[config.mk]
export PLATFORM = sky130hd
export DESIGN_NAME = instruction_fetch_unit
export DESIGN_NICKNAME = d
export VERILOG_FILES = /design/src/rtl/instruction_fetch_unit_pkg.sv /design/src/rtl/instruction_fetch_unit_fetch_fifo.sv /design/src/rtl/instruction_fetch_unit.sv
export SDC_FILE = /design/constraint.sdc
export NUM_CORES = 1
export LEC_CHECK = 0
export ABC_AREA = 1
export BUFFER_PORTS_ARGS = -buffer_cell sky130_fd_sc_hd__buf_2
export CORE_MARGIN = 2
export CORE_UTILIZATION = 50
export DETAILED_ROUTE_END_ITERATION = 7
export PLACE_DENSITY = 0.72
export SYNTH_ARGS = -nofsm -noshare
export SYNTH_HDL_FRONTEND = slang
export SYNTH_SLANG_ARGS = --single-unit
[constraint.sdc]
create_clock -name clk -period 8.66 [get_ports clk]
set_input_delay 0 -clock clk [delete_from_list [all_inputs] [get_ports clk]]
set_output_delay 0 -clock clk [all_outputs]
set_load 0.005 [all_outputs]
[src/rtl/instruction_fetch_unit_pkg.sv]
// Shared definitions for the instruction fetch unit: datapath width,
// bubble encoding and the fetch FSM state type.
package instruction_fetch_unit_pkg;

    localparam int XLEN = 32;

    // addi x0,x0,0
    localparam logic [XLEN-1:0] NOP_ENCODING = 32'h0000_0013;

    typedef enum logic {
        FETCH,
        FLUSH
    } fetch_state_e;

endpackage

[src/rtl/instruction_fetch_unit_fetch_fifo.sv]
// Small synchronous FIFO holding fetched {instruction, pc} pairs.
// Head is read combinationally; clear has priority over push and pop.
module fetch_fifo
    import instruction_fetch_unit_pkg::*;
#(
    parameter int DEPTH = 2,
    parameter int WIDTH = 2 * XLEN,
    localparam int AW = $clog2(DEPTH),
    localparam int CW = AW + 1
) (
    input  logic             clk,
    input  logic             rst,
    input  logic             push,
    input  logic [WIDTH-1:0] push_data,
    input  logic             pop,
    input  logic             clear,
    output logic [WIDTH-1:0] head_data,
    output logic [CW-1:0]    count,
    output logic             empty,
    output logic             full
);

    logic [AW-1:0]    rd_ptr_q, rd_ptr_d;
    logic [AW-1:0]    wr_ptr_q, wr_ptr_d;
    logic [CW-1:0]    count_q, count_d;
    logic [WIDTH-1:0] mem_q [DEPTH];
    logic [WIDTH-1:0] mem_d [DEPTH];
    logic             do_push;
    logic             do_pop;

    assign empty     = (count_q == '0);
    assign full      = (count_q == CW'(DEPTH));
    assign count     = count_q;
    assign head_data = mem_q[rd_ptr_q];

    // A push into a full FIFO is only honoured when the head leaves the same cycle.
    always_comb begin
        do_pop   = pop && !empty;
        do_push  = push && (!full || do_pop);
        rd_ptr_d = rd_ptr_q;
        wr_ptr_d = wr_ptr_q;
        count_d  = count_q;
        mem_d    = mem_q;
        if (clear) begin
            rd_ptr_d = '0;
            wr_ptr_d = '0;
            count_d  = '0;
        end else begin
            if (do_push) begin
                mem_d[wr_ptr_q] = push_data;
                wr_ptr_d        = wr_ptr_q + AW'(1);
            end
            if (do_pop) begin
                rd_ptr_d = rd_ptr_q + AW'(1);
            end
            count_d = count_q + CW'(do_push) - CW'(do_pop);
        end
    end

    always_ff @(posedge clk) begin
        if (rst) begin
            rd_ptr_q <= '0;
            wr_ptr_q <= '0;
            count_q  <= '0;
        end else begin
            rd_ptr_q <= rd_ptr_d;
            wr_ptr_q <= wr_ptr_d;
            count_q  <= count_d;
        end
    end

    always_ff @(posedge clk) begin
        mem_q <= mem_d;
    end

endmodule

[src/rtl/instruction_fetch_unit.sv]
// Instruction fetch stage: PC, credit-limited memory requests, wrong-path
// discard after redirects and the IF/ID register. Define IF_PERF_CNT_EN to add perf counters.
module instruction_fetch_unit
    import instruction_fetch_unit_pkg::*;
#(
    parameter logic [31:0] RESET_PC   = 32'h0000_0000,
    parameter int          FIFO_DEPTH = 2,
    parameter logic [31:0] NOP_INSTR  = NOP_ENCODING
) (
    input  logic        clk,
    input  logic        rst,
    output logic        imem_req_valid,
    input  logic        imem_req_ready,
    output logic [31:0] imem_req_addr,
    input  logic        imem_rsp_valid,
    input  logic [31:0] imem_rsp_data,
    input  logic        redirect_en,
    input  logic [31:0] redirect_pc,
    input  logic        stall,
    output logic [31:0] IF_ID_IR,
    output logic [31:0] IF_ID_PC,
    output logic        IF_ID_valid
`ifdef IF_PERF_CNT_EN
    ,
    output logic [31:0] perf_fetch_cnt,
    output logic [31:0] perf_bubble_cnt
`endif
);

    localparam int CW = $clog2(FIFO_DEPTH) + 1;
    localparam logic [CW:0] DEPTH_EXT = (CW + 1)'(FIFO_DEPTH);

    fetch_state_e    state_q, state_d;
    logic [XLEN-1:0] fetch_pc_q, fetch_pc_d;
    logic [XLEN-1:0] rsp_pc_q, rsp_pc_d;
    logic [CW-1:0]   outstanding_q, outstanding_d;
    logic [CW-1:0]   discard_q, discard_d;
    logic [XLEN-1:0] if_id_ir_q, if_id_ir_d;
    logic [XLEN-1:0] if_id_pc_q, if_id_pc_d;
    logic            if_id_valid_q, if_id_valid_d;

    logic            req_hs;
    logic            rsp_hit;
    logic            fifo_push;
    logic            fifo_pop;
    logic            fifo_clear;
    logic [2*XLEN-1:0] fifo_head;
    logic [CW-1:0]   fifo_count;
    logic            fifo_empty;
    logic            fifo_full;

    fetch_fifo #(
        .DEPTH (FIFO_DEPTH),
        .WIDTH (2 * XLEN)
    ) u_fetch_fifo (
        .clk       (clk),
        .rst       (rst),
        .push      (fifo_push),
        .push_data ({imem_rsp_data, rsp_pc_q}),
        .pop       (fifo_pop),
        .clear     (fifo_clear),
        .head_data (fifo_head),
        .count     (fifo_count),
        .empty     (fifo_empty),
        .full      (fifo_full)
    );

    // Credits cover both in-flight requests and buffered entries, so the FIFO never overflows.
    assign imem_req_valid = !rst && (state_q == FETCH) && !fifo_full &&
                            (({1'b0, outstanding_q} + {1'b0, fifo_count}) < DEPTH_EXT);
    assign imem_req_addr  = fetch_pc_q & ~32'h3;
    assign IF_ID_IR       = if_id_ir_q;
    assign IF_ID_PC       = if_id_pc_q;
    assign IF_ID_valid    = if_id_valid_q;

    always_comb begin
        state_d       = state_q;
        fetch_pc_d    = fetch_pc_q;
        rsp_pc_d      = rsp_pc_q;
        discard_d     = discard_q;
        if_id_ir_d    = if_id_ir_q;
        if_id_pc_d    = if_id_pc_q;
        if_id_valid_d = if_id_valid_q;
        fifo_push     = 1'b0;
        fifo_pop      = 1'b0;
        fifo_clear    = 1'b0;

        req_hs  = imem_req_valid && imem_req_ready;
        rsp_hit = imem_rsp_valid && (outstanding_q != '0);
        outstanding_d = outstanding_q + CW'(req_hs) - CW'(rsp_hit);

        if (req_hs) begin
            fetch_pc_d = fetch_pc_q + 32'd4;
        end

        if (redirect_en) begin
            // Everything still in flight, including a request leaving this cycle, is wrong-path.
            fifo_clear    = 1'b1;
            if_id_ir_d    = NOP_INSTR;
            if_id_valid_d = 1'b0;
            fetch_pc_d    = redirect_pc & ~32'h3;
            rsp_pc_d      = redirect_pc & ~32'h3;
            discard_d     = outstanding_d;
            state_d       = (outstanding_d != '0) ? FLUSH : FETCH;
        end else begin
            case (state_q)
                FETCH: begin
                    if (rsp_hit) begin
                        fifo_push = 1'b1;
                        rsp_pc_d  = rsp_pc_q + 32'd4;
                    end
                end
                FLUSH: begin
                    if (rsp_hit && (discard_q != '0)) begin
                        discard_d = discard_q - CW'(1);
                    end
                    if (discard_d == '0) begin
                        state_d = FETCH;
                    end
                end
                default: state_d = FETCH;
            endcase

            if (!stall) begin
                if (!fifo_empty) begin
                    fifo_pop      = 1'b1;
                    if_id_ir_d    = fifo_head[2*XLEN-1:XLEN];
                    if_id_pc_d    = fifo_head[XLEN-1:0];
                    if_id_valid_d = 1'b1;
                end else begin
                    if_id_ir_d    = NOP_INSTR;
                    if_id_valid_d = 1'b0;
                end
            end
        end
    end

    always_ff @(posedge clk) begin
        if (rst) begin
            state_q       <= FETCH;
            fetch_pc_q    <= RESET_PC;
            rsp_pc_q      <= RESET_PC;
            outstanding_q <= '0;
            discard_q     <= '0;
            if_id_ir_q    <= NOP_INSTR;
            if_id_pc_q    <= '0;
            if_id_valid_q <= 1'b0;
        end else begin
            state_q       <= state_d;
            fetch_pc_q    <= fetch_pc_d;
            rsp_pc_q      <= rsp_pc_d;
            outstanding_q <= outstanding_d;
            discard_q     <= discard_d;
            if_id_ir_q    <= if_id_ir_d;
            if_id_pc_q    <= if_id_pc_d;
            if_id_valid_q <= if_id_valid_d;
        end
    end

`ifdef IF_PERF_CNT_EN
    logic [31:0] perf_fetch_q, perf_fetch_d;
    logic [31:0] perf_bubble_q, perf_bubble_d;

    // A bubble is any unstalled IF/ID load that did not take an instruction, redirects included.
    always_comb begin
        perf_fetch_d  = perf_fetch_q + 32'(fifo_pop);
        perf_bubble_d = perf_bubble_q + 32'(!stall && !fifo_pop);
    end

    always_ff @(posedge clk) begin
        if (rst) begin
            perf_fetch_q  <= '0;
            perf_bubble_q <= '0;
        end else begin
            perf_fetch_q  <= perf_fetch_d;
            perf_bubble_q <= perf_bubble_d;
        end
    end

    assign perf_fetch_cnt  = perf_fetch_q;
    assign perf_bubble_cnt = perf_bubble_q;
`endif

endmodule

==> results of run 1 <==
-- cells in the final DEF (no fill, tap or decap), types with 3 or more instances in the layout --
cell type                         n
sky130_fd_sc_hd__a21oi_1         92
sky130_fd_sc_hd__a31oi_1         46
sky130_fd_sc_hd__and2_1           4
sky130_fd_sc_hd__buf_2          161
sky130_fd_sc_hd__buf_4            7
sky130_fd_sc_hd__clkbuf_1         3
sky130_fd_sc_hd__clkbuf_16       28
sky130_fd_sc_hd__clkbuf_8         5
sky130_fd_sc_hd__clkinv_1         3
sky130_fd_sc_hd__clkinv_2         5
sky130_fd_sc_hd__conb_1           4
sky130_fd_sc_hd__dfxtp_1        131
sky130_fd_sc_hd__dlygate4sd3_1   62
sky130_fd_sc_hd__edfxtp_1       124
sky130_fd_sc_hd__ha_1             7
sky130_fd_sc_hd__inv_1           85
sky130_fd_sc_hd__inv_2            8
sky130_fd_sc_hd__nand2_1        448
sky130_fd_sc_hd__nand3_1         68
sky130_fd_sc_hd__nor2_1         103
sky130_fd_sc_hd__nor2_2           5
sky130_fd_sc_hd__nor2_4           7
sky130_fd_sc_hd__o211ai_1         3
sky130_fd_sc_hd__o21ai_0         75
sky130_fd_sc_hd__o21ai_1         11
sky130_fd_sc_hd__o22ai_1          5
sky130_fd_sc_hd__or2_2            6
sky130_fd_sc_hd__xnor2_1          3
sky130_fd_sc_hd__xor2_1          10
-- critical path, cell delays in order, from the launching register on --
cell                      delay (ps)
sky130_fd_sc_hd__dfxtp_1         370
sky130_fd_sc_hd__nand2_1          60
sky130_fd_sc_hd__inv_1            60
sky130_fd_sc_hd__fa_1            410
sky130_fd_sc_hd__nor2_1          220
sky130_fd_sc_hd__nand4_4         210
sky130_fd_sc_hd__ha_1            320
sky130_fd_sc_hd__inv_1            60
sky130_fd_sc_hd__ha_1            130
sky130_fd_sc_hd__inv_1            40
sky130_fd_sc_hd__or2_2           310
sky130_fd_sc_hd__nand3_1          70
sky130_fd_sc_hd__nand2_1          60
sky130_fd_sc_hd__nand3_1         100
sky130_fd_sc_hd__nand2_1          50
sky130_fd_sc_hd__inv_1            40
-- sequential cells by signal, summed over array words and instances, names as in the netlist --
signal                 cells
u_fetch_fifo.wr_ptr_q      1
IF_ID_PC                  30
u_fetch_fifo.rd_ptr_q      1
IF_ID_IR                  32
IF_ID_valid                1
outstanding_q              2
rsp_pc_q                  30
fetch_pc_q                30
u_fetch_fifo.mem_q       124
discard_q                  2
u_fetch_fifo.count         2
state_q                    1
-- logic make-up after synthesis --
family,share of synthesized area (%)
xor+xnor,1.02
buf+inv,5.64
simple gates,23.7
other cells,0.0337
flops,57.3
compound gates,11.4
fa+ha+maj,0.968
-- power by group through the flow --
stage / Sequential, µW / Combinational [µW] / Clock [µW]
6_report: 1450 / 351 / 1160
5_1_grt: 1460 / 401 / 1230
4_1_cts: 1450 / 350 / 1180
3_5_place_dp: 1470 / 325 / 0
3_3_place_gp: 1470 / 319 / 0
2_1_floorplan: 1450 / 234 / 0
-- final cells by class --
class	instances	area, µm²
clock buffer	36	781
clock inverter	13	136
fill	1836	8200
inverter	94	353
multi-input combinational	910	4150
sequential	256	6370
tap	280	350
timing repair buffer	230	1480
-- metal layers --
| metal | track usage (%) | routed length [µm] | up-vias |
|---|---|---|---|
| met5 | 0 | 0 | - |
| li1 | - | - | 4754 |
| met4 | 6.00 | 556 | 0 |
| met1 | 31.8 | 12200 | 4335 |
| met3 | 3.20 | 1990 | 46 |
| met2 | 36.5 | 12300 | 336 |
-- worst max path at each step --
| stage | end | slack (ps) | depth (start not counted) |
|---|---|---|---|
| 4_1_cts | state_q | 6080 | 15 |
| 3_5_place_dp | u_fetch_fifo.count[1] | 6000 | 10 |
| 3_3_place_gp | u_fetch_fifo.count[1] | 6060 | 10 |
| 5_1_grt | state_q | 5880 | 15 |
| 6_report | state_q | 6100 | 15 |
| 2_1_floorplan | u_fetch_fifo.mem_q[10] | 4850 | 4 |
-- through the flow --
step	utilization [%]	power, µW
6_report	62.4	2960
5_1_grt	62.4	3090
4_1_cts	62.4	2970
3_5_place_dp	55.4	1800
3_3_place_gp	55.4	1790
2_1_floorplan	-	1690
==> parameters.txt, run 1 <==
Parameter                              Value

Detailed routing
  DRT Wirelength    27.1 mm
  Vias post-DR    9471
  1st-iter DRT viols    649
  DRT antenna net count    0
  Vias/cell    5.21
  Number of remaining DRC errors    0
  Routed wire per std cell    14.9 µm
  Number of search-and-repair iterations in the first detailed-routing pass    5

Synthesis
  Yosys top cell area share    33.5%
  Sequential share of the synthesized area    57.3%
  Cells after synthesis    1317
  Flip-flop cell with the highest count after synthesis    sky130_fd_sc_hd__dfxtp_1
  Share of async-settable or async-resettable flops after synthesis    0%
  Most repeated cell in the gate-level netlist after synthesis    sky130_fd_sc_hd__nand2_1
  Post-Synthesis Cell Area    0.0111 mm²
  FF+latch count, synth    256
  Synth area leaders    sky130_fd_sc_hd__edfxtp_1 (33%), sky130_fd_sc_hd__dfxtp_1 (24%), sky130_fd_sc_hd__nand2_1 (15%)
  Largest area contributor in the synthesized netlist    sky130_fd_sc_hd__edfxtp_1
  Number of library cell types mapped by synthesis    38
  Synthesis Warnings    0
  Leading post-synthesis cells by instance count    sky130_fd_sc_hd__nand2_1 (448), sky130_fd_sc_hd__dfxtp_1 (132), sky130_fd_sc_hd__edfxtp_1 (124), sky130_fd_sc_hd__nor2_1 (105), sky130_fd_sc_hd__a21oi_1 (92)
  EDFF count, synth    124
  Average cell area after synthesis    8.44 µm²

Finish
  Post-layout net count    1597
  Fraction of layout cells with a size suffix above 1    15.9%
  Final design instance area without fill    0.0136 mm²
  Ant diodes    0
  Area growth from synthesis to layout    22.5%
  Final cell count without fillers    1819

Pwr
  Clock power frac    39.3%
  IR Drop Worst-Case VDD    0.000142 V
  Switching power total    765 µW
  Share of power burned in registers    48.9%
  Leakage power figure    0.00550 µW
  Pwr dens    217 mW/mm²
  Power Internal    2200 µW
  Comb pwr share    11.8%
  Net switching share of the total power    25.8%

Floorplan
  Full die area    0.0234 mm²
  Count of pins on the block boundary    168
  Height of the chip    153 µm
  Row cnt    54
  Die Span X    153 µm
  Initial cell density of the core    51.0%
  Core box area    0.0218 mm²

Critical path
  RR Endpoint    state_q
  Source of the worst register-to-register timing path    outstanding_q[0]
  Critical path startpoint    outstanding_q[0]
  Length in cells of the worst reg-to-reg path    15
  CP Capture Type    flop
  Required time at the worst-slack endpoint    9140 ps
  Peak fanout along the critical path    6
  Worst setup slack for register-to-register paths    6100 ps
  Classification of the worst setup path    reg -> reg
  Worst Setup Start Kind    flop
  Data arrival, critical path    3040 ps

Global routing
  Number of global-route vias before repair    8723
  Global-route wire length before repair    43.5 mm
  Antenna violations before repair    0
  Overall track demand over capacity in global routing    22.5%
  Final global-route overflow total    0
  Pin count of the biggest net entering global routing    65

Min path
  Critical hold path startpoint    stall
  Hold Crit Class    in -> reg
  Hold worst-path end    IF_ID_IR[12]
  Min-Delay Path Depth    3

Timing
  Maximum clock frequency    0.391 GHz
  Post-layout minimum cycle time    2560 ps
  Setup violators final    0
  Unrepaired setup endpoints after global routing    no
  Pins over their slew limit    0
  Tcrit/Tclk final    29.5%
  Worst-case hold slack    6.60 ps
  Minimum setup slack in the final design    6100 ps
  Setup Skew    11.5 ps
  Max_slew headroom    23.1%
  Total negative slack for setup checks    0 ps
  Slew at the pin closest to its max-slew limit    1150 ps
  Final hold violations    0

Place
  Estimated wirelength of the detail-placed design    17.2 mm
  Port Buf Inserts    161
  Placed inst area    0.0121 mm²
  Final estimated routing congestion in global placement    0.857
  Worst slack, placed    6000 ps
  Cell total after placement    1708

Status
  Result of the run    finished clean

Clock network
  Total clock sinks    256
  Post-cts repair resize count    0
  Clock slew seen by the registers of the worst setup and hold paths    60 ps
  Buffers from clock root to sink, at most    3
  Post-cts hold buffer count    62
  CTS Root Cell    sky130_fd_sc_hd__clkbuf_16
  Clock latency on the worst-skew pair    530 ps
  TritonCTS clock tree    yes
  CTS buffer count    27
  Post-CTS setup buffer count    0
  H-tree depth    1

Flow run
  Max-capacitance violation count    0
(Power assumes the default switching activity.)
==> run 2: changes to the inputs <==
--- a/config.mk
+++ b/config.mk
@@ -10,7 +10,7 @@
 export CORE_MARGIN = 2
 export CORE_UTILIZATION = 50
 export DETAILED_ROUTE_END_ITERATION = 7
-export PLACE_DENSITY = 0.72
+export PLACE_DENSITY = 0.75
 export SYNTH_ARGS = -nofsm -noshare
 export SYNTH_HDL_FRONTEND = slang
 export SYNTH_SLANG_ARGS = --single-unit
==> constraint.sdc (replaced) <==
create_clock -name clk -period 2.2 [get_ports clk]
set_input_delay 0 -clock clk [delete_from_list [all_inputs] [get_ports clk]]
set_output_delay 0 -clock clk [all_outputs]
set_load 0.005 [all_outputs]
==> parameters.txt, run 2 (synthesis gave the netlist of run 1 again) <==
Parameter                              Value

Global routing
  Met2 global-route usage    38.0% (+1.5 points)
  Met1 routing resource usage after global routing    32.6% (+0.74 points)
  Number of global-route vias before repair    9239 (+5.9%)
  Antenna violations before repair    0 (unchanged)
  Overall track demand over capacity in global routing    23.5% (+1.0 points)
  Fraction of met3 tracks used by global routing    3.52% (+0.31 points)
  Final global-route overflow total    0 (unchanged)
  Global-route wire length before repair    45.7 mm (+5.0%)
  Global route hottest layer    met2
  Pin count of the biggest net entering global routing    63 (-3.1%)

Finish
  Final Core Density    63.5% (+1.1 points)
  Largest Register    u_fetch_fifo.mem_q
  Area growth from synthesis to layout    24.7%
  Fillcell total    1781 (-3.0%)
  Most common library cell in the layout ignoring fill and taps    sky130_fd_sc_hd__nand2_1
  Final cell count without fillers    1841 (+1.2%)
  Post-layout net count    1619 (+1.4%)
  Area used by sequential logic in the layout    0.00637 mm² (about the same)
  Ant diodes    0 (unchanged)
  Fraction of layout cells with a size suffix above 1    17.3% (+1.4 points)
  Area occupied by multi-input gates    0.00420 mm² (+1.2%)
  Flip-flop count of the largest register after layout    124 (unchanged)
  Commonest non-fill, non-tap cells in the layout    sky130_fd_sc_hd__nand2_1 (446), sky130_fd_sc_hd__buf_2 (161), sky130_fd_sc_hd__dfxtp_1 (129), sky130_fd_sc_hd__edfxtp_1 (124), sky130_fd_sc_hd__nor2_1 (102)

Clock network
  Total clock sinks    256 (unchanged)
  CTS buffer count    26 (-3.7%)
  Buffers from clock root to sink, at most    3 (unchanged)
  CTS Root Cell    sky130_fd_sc_hd__clkbuf_16
  Clock slew seen by the registers of the worst setup and hold paths    70 ps (about the same)
  H-tree depth    1 (unchanged)
  TritonCTS clock tree    yes
  Clock latency on the worst-skew pair    530 ps (about the same)

Pwr
  Pwr dens    847 mW/mm² (+290%)
  Leakage power figure    0.00560 µW (+1.9%)
  IR Drop Worst-Case VDD    0.000531 V (+270%)

Critical path
  Worst Path Buf+Inv    3 (-1)
  Largest incremental delay on the critical path    480 ps (+70 ps)
  Slowest cell on the critical path    sky130_fd_sc_hd__fa_1
  Length in cells of the worst reg-to-reg path    13 (-2)
  Data arrival, critical path    2630 ps (-410 ps)
  Cell depth of the worst setup path    13 (-2)
  Worst Setup Start Kind    flop
  Peak fanout along the critical path    3 (-3)
  RR Endpoint    discard_q[1]
  Classification of the worst setup path    reg -> reg
  Worst setup slack for register-to-register paths    10 ps (-6090 ps)
  Kind of cell adding the most delay to the critical path    adder cells
  Required time at the worst-slack endpoint    2640 ps (-6500 ps)
  CP Capture Type    flop
  CP cell instances    nand2_2 -> inv_2 -> fa_1 -> nor2_4 -> nand4_4 -> ha_4 -> inv_4 -> ha_4 -> inv_2 -> or2_4 -> nand2_2 -> nand2_1 -> a31oi_1
  Source of the worst register-to-register timing path    outstanding_q[0]

Floorplan
  Count of pins on the block boundary    168 (unchanged)
  Core box area    0.0218 mm² (unchanged)
  Die Span X    153 µm (unchanged)
  Row cnt    54 (unchanged)
  Full die area    0.0234 mm² (unchanged)
  Initial cell density of the core    51.0% (unchanged)
  Height of the chip    153 µm (unchanged)

Detailed routing
  Vias/cell    5.29 (+1.6%)
  Number of remaining DRC errors    0 (unchanged)
  DRT antenna net count    0 (unchanged)
  Number of search-and-repair iterations in the first detailed-routing pass    5 (unchanged)
  DRT Wirelength    27.8 mm (+2.6%)
  Routed wire per std cell    15.1 µm (+1.3%)
  Vias post-DR    9741 (+2.9%)
  1st-iter DRT viols    888 (+37%)

Place
  Final estimated routing congestion in global placement    0.907 (+5.8%)
  Cell total after placement    1725 (+1.0%)
  Port Buf Inserts    161 (unchanged)
  Estimated wirelength of the detail-placed design    17.8 mm (+3.9%)

Timing
  Pins over their slew limit    0 (unchanged)
  Max_slew headroom    60.0% (+37 points)
  Post-layout minimum cycle time    2190 ps (-367 ps)
  Tcrit/Tclk final    99.5% (+70 points)
  Slew at the pin closest to its max-slew limit    600 ps (-552 ps)
  Setup Skew    17.2 ps (+5.71 ps)
  Final hold violations    0 (unchanged)
  Setup violators final    0 (unchanged)
  Unrepaired setup endpoints after global routing    yes
  Maximum clock frequency    0.457 GHz (+17%)

Min path
  Critical hold path startpoint    imem_rsp_valid
  Hold worst-path end    rsp_pc_q[17]
  Hold Crit Class    in -> reg
  Min-Delay Path Depth    6 (+3)

Flow run
  Max-capacitance violation count    0 (unchanged)

Status
  Result of the run    finished clean
-- run 2: worst register-to-register path, delay by kind of cell (launching register included) --
family	cells	cell delay (ps)
AOI/OAI and AO/OA	1	180
DFF	1	320
and+or+nand+nor	6	660
buffers and inverters	3	110
adders and majority gates	3	860
-- run 2: repair_timing --
action / 4_1_cts / 5_1_grt
hold buffers: 66 / 0
gates resized for setup: 6 / 12
pin swaps: 3 / 6
endpoints found under the setup margin: 2 / 18
hold endpoints to repair: 129 / 0
setup buffers: 2 / 0
-- run 2: cell type report --
type,instances,share of cell area [%]
clock buffer,35,5.15
clock inverter,13,1.13
inverter,94,2.60
multi-input combinational,910,30.3
sequential,256,45.9
tap,280,2.53
timing repair buffer,253,12.3
-- run 2: per-stage QoR --
stage / setup slack, ps / TNS, ps / instance area (µm²) / hold WS (ps) / power (µW)
6_report: 11.5 / 0 / 13900 / 40.5 / 11700
5_1_grt: -102 / -197 / 13900 / 31.4 / 12300
4_1_cts: 11.7 / 0 / 13800 / 18.6 / 11700
3_5_place_dp: -79.9 / -141 / 12300 / 192 / 7160
3_3_place_gp: -21.5 / -21.5 / 12300 / 187 / 7100
2_1_floorplan: -590 / -72580 / 11100 / 98.9 / 6640
-- run 2: layer usage --
metal / wire, µm / up-vias / part of all wire [%]
li1: - / 4809 / -
met1: 12100 / 4452 / 44
met2: 12800 / 419 / 46
met3: 2170 / 61 / 7.8
met4: 697 / 0 / 2.5
met5: 0 / - / 0
-- run 2: power by group --
group | internal [µW] | switching (µW)
sequential | 5390 | 291
combinational | 674 | 965
clock | 2640 | 1790
total | 8700 | 3040
-- run 2: worst max-delay path by stage --
stage,slack [ps],start,end
global placement,-20,u_fetch_fifo.count[0],state_q
detailed placement,-80,u_fetch_fifo.count[0],state_q
finish,10,outstanding_q[0],discard_q[1]
global route,-100,outstanding_q[0],discard_q[1]
floorplan,-590,outstanding_q[1],u_fetch_fifo.mem_q[10]
CTS,10,u_fetch_fifo.count[0],state_q
==> run 3: changes to the inputs <==
--- a/config.mk
+++ b/config.mk
@@ -5,12 +5,11 @@
 export SDC_FILE = /design/constraint.sdc
 export NUM_CORES = 1
 export LEC_CHECK = 0
-export ABC_AREA = 1
 export BUFFER_PORTS_ARGS = -buffer_cell sky130_fd_sc_hd__buf_2
 export CORE_MARGIN = 2
 export CORE_UTILIZATION = 50
 export DETAILED_ROUTE_END_ITERATION = 7
-export PLACE_DENSITY = 0.75
+export PLACE_DENSITY = 0.76
 export SYNTH_ARGS = -nofsm -noshare
 export SYNTH_HDL_FRONTEND = slang
 export SYNTH_SLANG_ARGS = --single-unit
==> parameters.txt, run 3 <==
Parameter                              Value

Flow run
  Max-capacitance violation count    0 (unchanged)

Synthesis
  Most repeated cell in the gate-level netlist after synthesis    sky130_fd_sc_hd__dfxtp_1
  Synthesis Warnings    0 (unchanged)
  Cells after synthesis    951 (-28%)
  FF+latch count, synth    256 (unchanged)
  Number of library cell types mapped by synthesis    56 (+47%)
  EDFF count, synth    124 (unchanged)
  Average cell area after synthesis    11.2 µm² (+33%)
  Sequential share of the synthesized area    59.6% (+2.4 points)
  Leading post-synthesis cells by instance count    sky130_fd_sc_hd__dfxtp_1 (132), sky130_fd_sc_hd__edfxtp_1 (124), sky130_fd_sc_hd__nor2_1 (113), sky130_fd_sc_hd__mux2i_1 (61), sky130_fd_sc_hd__clkbuf_1 (54)
  Largest area contributor in the synthesized netlist    sky130_fd_sc_hd__edfxtp_1
  Post-Synthesis Cell Area    0.0107 mm² (-4.0%)
  Synth area leaders    sky130_fd_sc_hd__edfxtp_1 (35%), sky130_fd_sc_hd__dfxtp_1 (25%), sky130_fd_sc_hd__mux2i_1 (5.7%)
  Share of async-settable or async-resettable flops after synthesis    0% (unchanged)
  Yosys top cell area share    34.9% (+1.4 points)
  Flip-flop cell with the highest count after synthesis    sky130_fd_sc_hd__dfxtp_1

Place
  Worst slack, placed    -373 ps (-293 ps)
  Port Buf Inserts    161 (unchanged)
  Final estimated routing congestion in global placement    0.894 (-1.4%)
  Estimated wirelength of the detail-placed design    17.6 mm (-1.2%)

Status
  Result of the run    complete, but fails checks
  Failing checks    negative setup slack

Floorplan
  Height of the chip    150 µm (-2.0%)
  Full die area    0.0225 mm² (-3.9%)
  Core box area    0.0210 mm² (-4.0%)
  Initial cell density of the core    50.9% (about the same)
  Die Span X    150 µm (-2.0%)
  Row cnt    53 (-1.9%)
  Count of pins on the block boundary    168 (unchanged)

Detailed routing
  Vias post-DR    8667 (-11%)
  DRT Wirelength    27.4 mm (-1.3%)
  1st-iter DRT viols    682 (-23%)
  Routed wire per std cell    18.5 µm (+22%)
  Number of remaining DRC errors    0 (unchanged)
  Number of search-and-repair iterations in the first detailed-routing pass    5 (unchanged)
  Vias/cell    5.83 (+10%)
  DRT antenna net count    0 (unchanged)

Timing
  Max_slew headroom    54.5% (-5.5 points)
  Post-layout minimum cycle time    2620 ps (+427 ps)
  Tcrit/Tclk final    119% (+19 points)
  Pins over their slew limit    0 (unchanged)
  Slew at the pin closest to its max-slew limit    675 ps (+75.6 ps)
  Final hold violations    0 (unchanged)
  Total negative slack for setup checks    -2070 ps (-2070 ps)
  Unrepaired setup endpoints after global routing    yes
  Setup Skew    11.1 ps (-6.14 ps)
  Minimum setup slack in the final design    -416 ps (-427 ps)
  Maximum clock frequency    0.382 GHz (-16%)
  Setup violators final    17 (+17)

Pwr
  Pwr dens    833 mW/mm² (-1.7%)
  IR Drop Worst-Case VDD    0.000378 V (-29%)
  Leakage power figure    0.00506 µW (-9.7%)

Critical path
  Data arrival, critical path    3040 ps (+410 ps)
  Required time at the worst-slack endpoint    2630 ps (about the same)
  CP cell instances    and2_4 -> fa_2 -> nor4_4 -> and3_4 -> inv_4 -> ha_4 -> inv_2 -> ha_4 -> xor2_1 -> xnor2_1 -> buf_4 -> a311oi_1
  Worst Path Buf+Inv    3 (unchanged)
  Peak fanout along the critical path    2 (-1)
  Kind of cell adding the most delay to the critical path    adder cells
  Largest incremental delay on the critical path    460 ps (-20 ps)
  Worst Setup Start Kind    flop
  Length in cells of the worst reg-to-reg path    12 (-1)
  CP Capture Type    flop
  Classification of the worst setup path    reg -> reg
  Source of the worst register-to-register timing path    outstanding_q[0]
  Worst setup slack for register-to-register paths    -420 ps (-430 ps)
  Slowest cell on the critical path    sky130_fd_sc_hd__fa_2
  Most frequent CP cell    sky130_fd_sc_hd__ha_4
  RR Endpoint    state_q

Finish
  Area used by sequential logic in the layout    0.00637 mm² (about the same)
  Flip-flop count of the largest register after layout    124 (unchanged)
  Most common library cell in the layout ignoring fill and taps    sky130_fd_sc_hd__buf_2
  Post-layout net count    1269 (-22%)
  Fraction of layout cells with a size suffix above 1    25.4% (+8.1 points)
  Largest Register    u_fetch_fifo.mem_q
  Area growth from synthesis to layout    30.0%
  Area occupied by multi-input gates    0.00416 mm² (-1.0%)
  Commonest non-fill, non-tap cells in the layout    sky130_fd_sc_hd__buf_2 (160), sky130_fd_sc_hd__dfxtp_1 (129), sky130_fd_sc_hd__edfxtp_1 (124), sky130_fd_sc_hd__nor2_1 (111), sky130_fd_sc_hd__dlygate4sd3_1 (63)
  Ant diodes    0 (unchanged)
  Fillcell total    1556 (-13%)

Clock network
  CTS Root Cell    sky130_fd_sc_hd__clkbuf_16
  CTS buffer count    26 (unchanged)
  Clock slew seen by the registers of the worst setup and hold paths    70 ps (about the same)
  TritonCTS clock tree    yes
  Clock latency on the worst-skew pair    520 ps (about the same)
  Total clock sinks    256 (unchanged)
  Buffers from clock root to sink, at most    3 (unchanged)
  H-tree depth    1 (unchanged)

Global routing
  Global route hottest layer    met2
  Fraction of met3 tracks used by global routing    4.00% (+0.48 points)
  Global-route wire length before repair    42.2 mm (-7.6%)
  Met1 routing resource usage after global routing    31.7% (-0.91 points)
  Overall track demand over capacity in global routing    23.6% (+0.14 points)
  Antenna violations before repair    0 (unchanged)
  Final global-route overflow total    0 (unchanged)
  Number of global-route vias before repair    8100 (-12%)
  Met2 global-route usage    39.9% (+1.9 points)
  Pin count of the biggest net entering global routing    80 (+27%)

Min path
  Critical hold path startpoint    redirect_pc[30]
  Hold Crit Class    in -> reg
  Min-Delay Path Depth    4 (-2)
  Hold worst-path end    fetch_pc_q[30]
-- run 3: worst reg2reg max path, cell delays in order, from the launching register on --
cell and delay [ps]:
sky130_fd_sc_hd__dfxtp_2 320, sky130_fd_sc_hd__and2_4 150, sky130_fd_sc_hd__fa_2 460, sky130_fd_sc_hd__nor4_4 180, sky130_fd_sc_hd__and3_4 260, sky130_fd_sc_hd__inv_4 50, sky130_fd_sc_hd__ha_4 250, sky130_fd_sc_hd__inv_2 40
sky130_fd_sc_hd__ha_4 140, sky130_fd_sc_hd__xor2_1 140, sky130_fd_sc_hd__xnor2_1 140, sky130_fd_sc_hd__buf_4 140, sky130_fd_sc_hd__a311oi_1 260
-- run 3: per-layer routing --
layer	share of wire, %	vias up
met4	1.9	0
met1	42	4173
met2	48	365
met3	7.8	47
li1	-	4082
met5	0	-
-- run 3: logic make-up (layout without fill, tap and decap cells) --
group / after synthesis / after routing / synth area share [%]
simple gates: 315 / 315 / 15.4
flops: 256 / 256 / 59.6
compound gates: 207 / 207 / 13.4
buf+inv: 85 / 342 / 3.25
mux: 64 / 64 / 6.04
xor+xnor: 15 / 15 / 1.23
fa+ha+maj: 8 / 8 / 1.01
other cells: 1 / 4 / 0.0351
-- run 3: repair_timing --
item / 4_1_cts / 5_1_grt
pin swaps: 4 / 1
endpoints found under the setup margin: 20 / 28
hold buffers: 63 / 0
gates resized for setup: 6 / 23
buffers inserted: 3 / 2
gates cloned: 0 / 0
hold endpoints to repair: 123 / 0
-- run 3: worst max-delay path by stage --
stage | from | end | cells after the start
detailed placement | outstanding_q[0] | state_q | 12
global placement | outstanding_q[0] | state_q | 12
global route | outstanding_q[0] | state_q | 12
floorplan | outstanding_q[0] | discard_q[1] | 13
CTS | outstanding_q[0] | state_q | 12
finish | outstanding_q[0] | state_q | 12
-- run 3: through the flow --
| step | area [µm²] | power, µW | hold slack (ps) | util [%] | std cells |
|---|---|---|---|---|---|
| final | 13900 | 11600 | 56.2 | 66.2 | 1486 |
| after global placement | 12100 | 6530 | 188 | 57.7 | 1372 |
| after CTS | 13700 | 11600 | 24.8 | 65.5 | 1485 |
| after floorplan | 10700 | 6090 | 98.9 | - | 954 |
| after detailed placement | 12100 | 6570 | 191 | 57.7 | 1372 |
| after global routing | 13900 | 12000 | 68.4 | 66.2 | 1486 |
-- run 3: area by class of cell --
class / instances / share of cell area [%]
well taps: 275 / 2.48
clock buffers: 29 / 5.07
flip-flops and latches: 256 / 45.9
clock inverters: 19 / 1.95
inverters: 15 / 0.424
repair buffers: 279 / 14.2
multi-input cells: 613 / 30.0
-- run 3: power by group --
| group | internal (µW) | switching [µW] | leakage (µW) |
|---|---|---|---|
| registers | 5230 | 163 | 0.00221 |
| logic | 598 | 682 | 0.00239 |
| clock network | 3020 | 1860 | 0.000464 |
